===== src/rtl/slot_pkg.sv =====
// Shared widths, amount constants and decoded-event type for the slot-machine
// balance logic.
package slot_pkg;

   localparam int unsigned W    = 11;
   localparam int unsigned MAXV = 2047;

   localparam int unsigned AMT_5  = 5;
   localparam int unsigned AMT_10 = 10;
   localparam int unsigned AMT_20 = 20;

   // One decoded button event per cycle, highest priority first in decode order
   typedef enum logic [2:0] {
      EV_NONE,
      EV_CASH,
      EV_ADD,
      EV_GAMBLE,
      EV_STATUS
   } ev_e;

endpackage


===== src/rtl/balance_buttons_btn_edge.sv =====
// btn_edge: single-bit rising-edge detector. During reset the previous-value
// register tracks the input so a level held through reset never produces an edge.
module btn_edge (
   input  logic clk,
   input  logic rst_n,
   input  logic btn,
   output logic evt
);

   logic prev_d;
   logic prev_q;

   // Next previous-value is always the current level, in and out of reset
   always_comb begin
      prev_d = btn;
   end

   // Previous-value register; reset preloads with the live input
   always_ff @(posedge clk) begin
      if (!rst_n) prev_q <= btn;
      else        prev_q <= prev_d;
   end

   assign evt = btn & ~prev_q;

endmodule


===== src/rtl/balance_buttons.sv =====
// balance_buttons: credit/balance arithmetic for the slot-machine controller.
// Optional macro BALANCE_SATURATE_EN clamps add results at MAXV; without it
// add results wrap modulo 2^W.
module balance_buttons
   import slot_pkg::*;
#(
   parameter int unsigned W    = slot_pkg::W,
   parameter int unsigned MAXV = slot_pkg::MAXV
) (
   input  logic         clk,
   input  logic         rst_n,
   input  logic         cash_out_btn,
   input  logic         add_btn,
   input  logic         gamble_btn,
   input  logic         status_btn,
   input  logic         buffer_5,
   input  logic         buffer_10,
   input  logic         buffer_20,
   input  logic [W-1:0] initial_money_invested,
   input  logic [W-1:0] initial_balance,
   output logic [W-1:0] final_money_invested,
   output logic [W-1:0] final_balance,
   output logic         run_game
);

   logic cash_evt, add_evt, gamble_evt, status_evt;

   btn_edge u_edge_cash   (.clk(clk), .rst_n(rst_n), .btn(cash_out_btn), .evt(cash_evt));
   btn_edge u_edge_add    (.clk(clk), .rst_n(rst_n), .btn(add_btn),      .evt(add_evt));
   btn_edge u_edge_gamble (.clk(clk), .rst_n(rst_n), .btn(gamble_btn),   .evt(gamble_evt));
   btn_edge u_edge_status (.clk(clk), .rst_n(rst_n), .btn(status_btn),   .evt(status_evt));

   ev_e          ev;
   logic [W-1:0] amt;
   logic [W-1:0] add_bal;
   logic [W-1:0] add_mi;
   logic [W-1:0] bal_d, bal_q;
   logic [W-1:0] mi_d,  mi_q;
   logic         run_d, run_q;

`ifdef BALANCE_SATURATE_EN
   logic [W:0] sum_bal;
   logic [W:0] sum_mi;
`endif

   // Decode amount select (20 > 10 > 5) and the single winning button event
   always_comb begin
      amt = '0;
      if (buffer_20)      amt = W'(AMT_20);
      else if (buffer_10) amt = W'(AMT_10);
      else if (buffer_5)  amt = W'(AMT_5);

      ev = EV_NONE;
      if (cash_evt)        ev = EV_CASH;
      else if (add_evt)    ev = EV_ADD;
      else if (gamble_evt) ev = EV_GAMBLE;
      else if (status_evt) ev = EV_STATUS;
   end

   // Deposit sums: clamped to MAXV or wrapped to W bits depending on build
   always_comb begin
`ifdef BALANCE_SATURATE_EN
      sum_bal = {1'b0, initial_balance}        + {1'b0, amt};
      sum_mi  = {1'b0, initial_money_invested} + {1'b0, amt};
      add_bal = (sum_bal > (W+1)'(MAXV)) ? W'(MAXV) : sum_bal[W-1:0];
      add_mi  = (sum_mi  > (W+1)'(MAXV)) ? W'(MAXV) : sum_mi[W-1:0];
`else
      add_bal = (initial_balance        + amt) & W'(MAXV);
      add_mi  = (initial_money_invested + amt) & W'(MAXV);
`endif
   end

   // Next-value selection for the registered outputs
   always_comb begin
      bal_d = initial_balance;
      mi_d  = initial_money_invested;
      run_d = 1'b0;
      unique case (ev)
         EV_CASH: begin
            bal_d = '0;
         end
         EV_ADD: begin
            bal_d = add_bal;
            mi_d  = add_mi;
         end
         EV_GAMBLE: begin
            if ((amt != '0) && (initial_balance >= amt)) begin
               bal_d = initial_balance - amt;
               run_d = 1'b1;
            end
         end
         default: ;
      endcase
   end

   // Output registers
   always_ff @(posedge clk) begin
      if (!rst_n) begin
         bal_q <= '0;
         mi_q  <= '0;
         run_q <= 1'b0;
      end else begin
         bal_q <= bal_d;
         mi_q  <= mi_d;
         run_q <= run_d;
      end
   end

   assign final_balance        = bal_q;
   assign final_money_invested = mi_q;
   assign run_game             = run_q;

endmodule


===== config.mk =====
export PLATFORM = sky130hd
export DESIGN_NAME = balance_buttons
export DESIGN_NICKNAME = d
export VERILOG_FILES = /design/src/rtl/slot_pkg.sv /design/src/rtl/balance_buttons_btn_edge.sv /design/src/rtl/balance_buttons.sv
export SDC_FILE = /design/constraint.sdc
export NUM_CORES = 1
export LEC_CHECK = 0
export BUFFER_PORTS_ARGS = -buffer_cell sky130_fd_sc_hd__clkbuf_2
export CAP_MARGIN = 20
export CORE_MARGIN = 2
export CORE_UTILIZATION = 52
export DETAILED_ROUTE_END_ITERATION = 16
export PLACE_DENSITY = 0.88
export SLEW_MARGIN = 20
export SYNTH_ARGS = -nofsm -noshare
export SYNTH_HDL_FRONTEND = slang
export SYNTH_SLANG_ARGS = --single-unit

===== constraint.sdc =====
create_clock -name clk -period 3.5 [get_ports clk]
set_clock_uncertainty 0.05 [all_clocks]
set_input_delay 0.525 -clock clk [delete_from_list [all_inputs] [get_ports clk]]
set_output_delay 0.525 -clock clk [all_outputs]
set_load 0.05 [all_outputs]

==> results of run 1 <==
-- routing by layer --
| metal | track usage (%) | routed length, um | part of all wire, % |
|---|---|---|---|
| met4 | 9.57 | 116 | 2.4 |
| met3 | 1.74 | 312 | 6.5 |
| met1 | 30.5 | 2180 | 46 |
| met2 | 38.9 | 2180 | 45 |
| met5 | 0 | 0 | 0 |
-- registers in the layout, indices dropped and copies added (netlist names) --
register              cells
final_balance            11
final_money_invested     11
run_game                  1
u_edge_add.prev_q         1
u_edge_cash.prev_q        1
u_edge_gamble.prev_q      1
-- layout make-up --
cell class / count / share of cell area, %
flip-flops and latches: 26 / 23.0
repair buffers: 54 / 12.1
clock buffers: 3 / 1.82
multi-input cells: 192 / 58.8
well taps: 48 / 2.65
inverters: 10 / 1.66
-- stage by stage --
stage,total power (W),cells,setup slack [ns],util [%],instance area (um2)
after floorplan,0.000540,234,0.757,-,1920
after global placement,0.000614,330,0.509,61.7,2220
after detailed placement,0.000621,330,0.447,61.7,2220
after CTS,0.000785,333,0.732,62.8,2270
after global routing,0.000823,333,0.354,62.8,2270
final,0.000785,333,0.710,62.8,2270
-- cells by family (layout without fill, tap and decap cells) --
| logic type | after synthesis | in the layout | share of synthesized area (%) |
|---|---|---|---|
| XOR/XNOR | 13 | 13 | 5.93 |
| AO/OA/AOI/OAI | 68 | 68 | 24.9 |
| adder cells (fa/ha/maj) | 19 | 19 | 13.6 |
| AND/OR/NAND/NOR | 92 | 92 | 25.0 |
| flip-flops | 26 | 26 | 27.1 |
| buffers and inverters | 16 | 67 | 3.58 |
-- cell usage in the layout, fill, tap and decap left out, types with 6 or more instances in the layout --
cell and count:
inv_1 10, clkbuf_2 52, nand3_1 6, xnor2_1 8, a21oi_1 17, dfxtp_1 26, nor2_1 18, o21ai_0 12
ha_1 16, o211ai_1 6, nand2_1 27
-- worst max-delay path: stages --
cell and delay, ns:
clkbuf_2 0.10, nand2b_1 0.16, nor2_1 0.15, ha_1 0.20, inv_1 0.06, fa_1 0.40, nand2b_1 0.21, a221oi_1 0.33
o2111ai_1 0.18, and4_1 0.23, a311oi_1 0.23, o21ai_0 0.11
-- where the power goes --
part | switching, W | total, W | internal [W]
registers | 0.00000587 | 0.000324 | 0.000318
clock network | 0.0000920 | 0.000169 | 0.0000770
logic | 0.000199 | 0.000292 | 0.0000929
-- worst max path at each step --
stage / startpoint / end / slack, ns / depth (start not counted)
CTS: buffer_10 / final_balance[8]$_SDFF_PN0_ / 0.73 / 12
global route: buffer_10 / final_balance[8]$_SDFF_PN0_ / 0.35 / 12
detailed placement: buffer_10 / final_balance[10]$_SDFF_PN0_ / 0.45 / 12
global placement: buffer_10 / final_balance[10]$_SDFF_PN0_ / 0.51 / 12
floorplan: buffer_10 / final_balance[10]$_SDFF_PN0_ / 0.76 / 11
finish: buffer_10 / final_balance[10]$_SDFF_PN0_ / 0.71 / 12
==> impl_metrics.yaml, run 1 <==
outcome:
  status: "finished clean"
sta:
  fin_crit_sh_pct: 79.7
  hold_violations: 0
  worst-slew-pin-transition_ns: 0.875
  tns_ns: 0
  setup_viol: 0
  final_max_slew_viol_count: 0
  rsz0062_at_grt: "false"
  period_minus_slack_ns: 2.79
  max_freq_mhz: 358
  fin_hold_ws_ns: 0.319
  slew_headroom_pct: 41.2
die:
  core.rowCount: 22
  die_area_um2: 4200
  fp.dieW_um: 64.8
  ios: 54
  core_area_um2: 3610
  die_y_um: 64.8
  start_util_pct: 53.3
final_layout:
  multi_input_area_um2: 1330
  antennaDiodeCount: 0
  n_fill_cell: 337
  ff_latch_area_um2: 520
  drive_gt1_share_pct: 21.4
  final_net_count: 337
  area_growth_pct: 18.0
worst_setup_path:
  r2r-start: "u_edge_cash.prev_q$_DFF_P_"
  path_class: "primary input to flip-flop"
  cp_data_arrival_time_ns: 2.89
  end_kind: "flip-flop"
  rr_endpoint: "final_balance[1]$_SDFF_PN0_"
  critPathLaunchType: "primary input"
  r2r_cells: 4
  worst-r2r-setup-slack_ns: 1.56
  path_max_fanout: 4
  worst_ep_required_time_ns: 3.59
synth:
  ys_top_cells_by_count: "nand2_1, dfxtp_1, nor2_1, a21oi_1, ha_1"
  yosysTopAreaCell: "dfxtp_1"
  ys_seq_elements: 26
  synth_area_um2: 1920
  ys_top_cells_by_area: "dfxtp_1, ha_1, nand2_1, a21oi_1, xnor2_1"
  syn-num-nets: 284
  yosysMostFrequentCell: "nand2_1"
  avgSynthCellArea_um2: 8.21
  syn_inst: 234
  ys_types: 52
  ys_warn_count: 0
  synth_top_area_share_pct: 27.1
  synth_edf_count: 0
  synthFlopType: "dfxtp_1"
  ys_async_sr_fraction_pct: 0
  synth_seq_area_share_pct: 27.1
drt:
  via_per_inst: 5.80
  first_pass_iters: 4
  drtIter0Drc: 106
  routed_wl_mm: 4.79
  drc: 0
  wl_per_cell_um: 14.4
  ant_nets: 0
  num_vias: 1931
power:
  peakVddDrop_uv: 143
  p_leak_nw: 1.04
  powerDensity_nw_per_um2: 347
cts:
  path_clk_slew_ns: 0.09
  cts_sinks: 26
  cts_buffers: 3
  cts_max_level: 1
  cts_tree: "yes"
  cts_root_buffer: "clkbuf_8"
  cts_setup_buffers: 0
  cts_hold_buf: 0
  clk_latency_ns: 0.27
  cts_resized: 0
  cts.path.max_buffers: 2
run:
  maxCapViolCount: 0
grt:
  grt-ovfl-total: 0
  grt_pass1_vias: 1772
  grt_max_degree: 15
  antenna_found_initial: 0
  grt_pass1_wl_mm: 7.78
  grt_use_total_pct: 23.1
worst_hold_path:
  hold_depth: 1
  hp-class: "primary input to flip-flop"
  min_from: "add_btn"
  whs_endpoint: "u_edge_add.prev_q$_DFF_P_"
placed_design:
  globalplace.congestion: 0.971
  numPortBuffers: 52
  hpwl_mm: 3.82
No activity file was read; power rests on OpenSTA's default activity.
==> inputs of run 2 (changes only) <==
==> constraint.sdc (replaced) <==
create_clock -name clk -period 2.7 [get_ports clk]
set_clock_uncertainty 0.05 [all_clocks]
set_input_delay 0.405 -clock clk [delete_from_list [all_inputs] [get_ports clk]]
set_output_delay 0.405 -clock clk [all_outputs]
set_load 0.05 [all_outputs]
==> impl_metrics.yaml, run 2 (synthesized netlist as in run 1, its figures left out) <==
final_layout:
  area_growth_pct: 26.0
  final_common_cell: "clkbuf_2"
  final_net_count: 351
  drive_gt1_share_pct: 26.7
  final_cell_mix: "clkbuf_2, nand2_1, dfxtp_1, nor2_1, a21oi_1"
  antennaDiodeCount: 0
grt:
  grt_use_total_pct: 25.5
  antenna_found_initial: 0
  grt-ovfl-total: 0
  grt_max_degree: 16
  grt_pass1_vias: 1879
  grt_pass1_wl_mm: 8.37
cts:
  cts_buffers: 3
  cts_tree: "yes"
  path_clk_slew_ns: 0.09
  cts_hold_buf: 0
  cts_root_buffer: "clkbuf_8"
  cts_max_level: 1
  clk_latency_ns: 0.27
  cts_sinks: 26
  cts.path.max_buffers: 2
worst_setup_path:
  crit_buf_inv: 2
  crit_chain: "clkbuf_2, nand2b_1, nor2_2, ha_2, inv_1, fa_1, nand2b_4, a221oi_2, o2111ai_1, and4_1, a311oi_1, o21ai_0"
  worst_ep_required_time_ns: 2.79
  path_max_fanout: 2
  r2r-start: "u_edge_add.prev_q$_DFF_P_"
  path_class: "primary input to flip-flop"
  max_stage_delay_ns: 0.38
  cp_data_arrival_time_ns: 2.56
  critPathLaunchType: "primary input"
  slowest_stage: "fa_1"
  end_kind: "flip-flop"
  worstSetupStartpoint: "buffer_10"
  crit_family: "compound AO/OA/AOI/OAI gates"
die:
  core.rowCount: 22
  start_util_pct: 53.3
  fp.dieW_um: 64.8
  core_area_um2: 3610
  die_y_um: 64.8
  die_area_um2: 4200
  ios: 54
power:
  peakVddDrop_uv: 241
  powerDensity_nw_per_um2: 477
  p_leak_nw: 1.13
  power_w: 0.00115
drt:
  num_vias: 2001
  first_pass_iters: 4
  wl_per_cell_um: 14.9
  via_per_inst: 5.75
  ant_nets: 0
  drtIter0Drc: 157
  routed_wl_mm: 5.17
  drc: 0
worst_hold_path:
  min_from: "add_btn"
  hp-class: "primary input to flip-flop"
placed_design:
  globalplace.congestion: 0.960
  hpwl_mm: 4.12
  numPortBuffers: 52
  pre_cts_slack_ns: -0.192
sta:
  slew_headroom_pct: 58.1
  worst-slew-pin-transition_ns: 0.623
  fin_crit_sh_pct: 91.4
  rsz0062_at_grt: "false"
  setup_viol: 0
  final_max_slew_viol_count: 0
  period_minus_slack_ns: 2.47
  max_freq_mhz: 405
  hold_violations: 0
  fin_ws_ns: 0.232
outcome:
  status: "finished clean"
run:
  maxCapViolCount: 0
-- run 2: cell types whose count changed in the layout (fill, tap and decap cells not counted), sizes merged --
cell	previous run	this run
buf	2	16
bufinv	0	1
-- run 2: metal layers --
metal	track usage [%]	up-vias	routed length, um
li1	-	992	-
met1	31.9	927	2250
met2	45.5	74	2510
met3	1.56	8	323
met4	10.1	0	89
met5	0	-	0
-- run 2: final cells by class --
class                           instances  area [um2]
Inverter                               10        37.5
Tap cell                               48        60.1
Fill cell                             297        1190
Multi-Input combinational cell        192        1350
Timing Repair Buffer                   68         380
Clock inverter                          1        30.0
Clock buffer                            3        41.3
Sequential cell                        26         520
-- run 2: power by group --
group / leakage (nW) / switching, W / internal (W) / total, W
Sequential: 0.216 / 0.00000743 / 0.000412 / 0.000420
Combinational: 0.874 / 0.000268 / 0.000139 / 0.000407
Clock: 0.0357 / 0.000128 / 0.000198 / 0.000327
-- run 2: through the flow --
step                      utilization, %  area [um2]  cells  hold WS (ns)  setup TNS, ns
after floorplan                        -        1920    234         0.383              0
after global placement              64.6        2330    344         0.468         -0.201
after detailed placement            64.6        2330    344         0.470         -0.480
after CTS                           66.6        2400    348         0.191              0
after global routing                67.1        2420    348         0.190              0
final                               67.1        2420    348         0.191              0
-- run 2: path summary, 6_finish.rpt --
kind	end	slack [ns]	depth (start not counted)
max	final_balance[10]$_SDFF_PN0_	0.23	12
min	u_edge_add.prev_q$_DFF_P_	0.19	1
min reg2reg	final_balance[2]$_SDFF_PN0_	0.69	5
max reg2reg	final_money_invested[10]$_SDFF_PN0_	0.82	5
-- run 2: what timing repair did --
action,in CTS,in global routing
endpoints found under the setup margin,0,3
gates resized for setup,0,5
buffers inserted,0,0
==> inputs of run 3 (changes only) <==
--- a/config.mk
+++ b/config.mk
@@ -5,12 +5,13 @@
 export SDC_FILE = /design/constraint.sdc
 export NUM_CORES = 1
 export LEC_CHECK = 0
+export ABC_AREA = 1
 export BUFFER_PORTS_ARGS = -buffer_cell sky130_fd_sc_hd__clkbuf_2
 export CAP_MARGIN = 20
 export CORE_MARGIN = 2
-export CORE_UTILIZATION = 52
+export CORE_UTILIZATION = 55
 export DETAILED_ROUTE_END_ITERATION = 16
-export PLACE_DENSITY = 0.88
+export PLACE_DENSITY = 0.89
 export SLEW_MARGIN = 20
 export SYNTH_ARGS = -nofsm -noshare
 export SYNTH_HDL_FRONTEND = slang
==> impl_metrics.yaml, run 3 <==
power:
  p_leak_nw: 1.51
  power_frac_comb_pct: 38.8
  pwr-share-clk_pct: 26.9
  peakVddDrop_uv: 369
  netSwitchingFraction_pct: 38.5
  power_switching_w: 0.000471
  p_seq_share_pct: 34.3
  internal_power_w: 0.000751
  powerDensity_nw_per_um2: 439
worst_setup_path:
  path_class: "primary input to flip-flop"
  r2r_cells: 7
  r2r-start: "u_edge_add.prev_q$_DFF_P_"
  worst_ep_required_time_ns: 2.83
  path_max_fanout: 4
  worst-r2r-setup-slack_ns: 1.08
  cp_data_arrival_time_ns: 2.45
  end_kind: "flip-flop"
  rr_endpoint: "final_money_invested[8]$_SDFF_PN0_"
  critPathLaunchType: "primary input"
synth:
  ys_seq_elements: 26
  syn-num-nets: 442
  avgSynthCellArea_um2: 6.17
  yosysMostFrequentCell: "nand2_1"
  synth_edf_count: 0
  yosysTopAreaCell: "dfxtp_1"
  ys_top_cells_by_count: "nand2_1, inv_1, nand3_1, nor2_1, dfxtp_1"
  ys_top_cells_by_area: "dfxtp_1, nand2_1, inv_1, ha_1, nand3_1"
  ys_warn_count: 0
  synth_area_um2: 2420
  synth_top_area_share_pct: 21.5
  ys_types: 38
  syn_inst: 392
  synth_seq_area_share_pct: 21.5
  ys_async_sr_fraction_pct: 0
  synthFlopType: "dfxtp_1"
final_layout:
  n_fill_cell: 400
  antennaDiodeCount: 0
  final_net_count: 496
  multi_input_area_um2: 1570
  ff_latch_area_um2: 520
  final_common_cell: "nand2_1"
  final_cell_mix: "nand2_1, inv_1, clkbuf_2, nor2_1, nand3_1"
  area_growth_pct: 15.1
  drive_gt1_share_pct: 19.6
  fin_cells: 497
cts:
  cts_sinks: 26
  clk_latency_ns: 0.27
  path_clk_slew_ns: 0.09
  cts_root_buffer: "clkbuf_8"
  cts_tree: "yes"
  cts.path.max_buffers: 2
  cts_buffers: 3
  cts_resized: 0
  cts_setup_buffers: 0
  cts_max_level: 1
  cts_hold_buf: 0
drt:
  drc: 0
  routed_wl_mm: 6.33
  via_per_inst: 5.36
  first_pass_iters: 5
  num_vias: 2663
  drtIter0Drc: 198
  wl_per_cell_um: 12.7
  ant_nets: 0
sta:
  rsz0062_at_grt: "false"
  max_freq_mhz: 431
  period_minus_slack_ns: 2.32
  worst-slew-pin-transition_ns: 0.422
  hold_violations: 0
  final_max_slew_viol_count: 0
  fin_crit_sh_pct: 86.0
  setup_viol: 0
  tns_ns: 0
  slew_headroom_pct: 71.7
placed_design:
  dp.cells: 493
  hpwl_mm: 5.02
  globalplace.congestion: 0.973
  numPortBuffers: 52
die:
  die_y_um: 70.3
  core_area_um2: 4290
  die_area_um2: 4940
  fp.dieW_um: 70.3
  start_util_pct: 56.3
  core.rowCount: 24
  ios: 54
run:
  maxCapViolCount: 0
grt:
  grt_max_degree: 17
  grt-ovfl-total: 0
  grt_use_total_pct: 26.2
  grt_pass1_vias: 2391
  grt_pass1_wl_mm: 10.6
  antenna_found_initial: 0
worst_hold_path:
  hp-class: "primary input to flip-flop"
  hold_depth: 1
  whs_endpoint: "u_edge_cash.prev_q$_DFF_P_"
  min_from: "cash_out_btn"
outcome:
  status: "finished clean"
run 3: through the flow:
stage	worst slack, ns	total power (W)	util [%]	hold WS, ns	instance area [um2]
3_3_place_gp	0.173	0.000886	63.1	0.457	2710
6_report	0.379	0.00122	64.8	0.186	2780
2_1_floorplan	0.320	0.000780	-	0.383	2420
4_1_cts	0.415	0.00122	64.8	0.185	2780
3_5_place_dp	0.125	0.000895	63.1	0.474	2710
5_1_grt	0.144	0.00129	64.8	0.183	2780
run 3: routing by layer:
metal,part of all wire [%],global-route usage (%),vias up
li1,-,-,1356
met2,47,44.2,122
met3,8.8,3.75,8
met5,0,0,-
met4,0.68,5.34,0
met1,44,35.4,1177
run 3: cells by family after synthesis:
kind of cell / count (synthesis) / share of synthesized area [%]
buffers and inverters: 72 / 13.7
adders and majority gates: 19 / 10.8
and+or+nand+nor: 215 / 39.6
AOI/OAI and AO/OA: 54 / 12.3
DFF: 26 / 21.5
xor gates and xnor gates: 6 / 2.17
run 3: final cells by class:
type / count / share of cell area (%)
Clock inverter: 1 / 1.08
Timing Repair Buffer: 60 / 11.5
Multi-Input combinational cell: 294 / 56.3
Tap cell: 52 / 2.34
Inverter: 61 / 8.54
Clock buffer: 3 / 1.48
Sequential cell: 26 / 18.7
run 3: power by group through the flow:
stage | logic (W) | registers, W | clock network [W]
floorplan | 0.000259 | 0.000521 | 0
global placement | 0.000458 | 0.000427 | 0
detailed placement | 0.000467 | 0.000428 | 0
CTS | 0.000469 | 0.000419 | 0.000331
global route | 0.000521 | 0.000421 | 0.000343
finish | 0.000474 | 0.000419 | 0.000329
run 3: worst max-delay path by stage:
stage | start | to | slack (ns) | depth (start not counted)
final | buffer_10 | final_money_invested[8]$_SDFF_PN0_ | 0.38 | 14
after global routing | buffer_10 | final_money_invested[8]$_SDFF_PN0_ | 0.14 | 14
after CTS | buffer_10 | final_money_invested[8]$_SDFF_PN0_ | 0.41 | 14
after detailed placement | buffer_10 | final_money_invested[8]$_SDFF_PN0_ | 0.13 | 14
after global placement | buffer_10 | final_balance[8]$_SDFF_PN0_ | 0.17 | 17
after floorplan | buffer_10 | final_balance[4]$_SDFF_PN0_ | 0.32 | 16
run 3: critical path: stages:
cell	delay [ns]
clkbuf_2	0.08
inv_1	0.10
nand2_1	0.06
nor2_1	0.28
ha_1	0.27
fa_1	0.26
nand3_1	0.08
nand2_1	0.12
nand2_1	0.06
nand2_1	0.07
nand3_1	0.13
or2_2	0.32
o21ai_0	0.15
a21oi_1	0.05
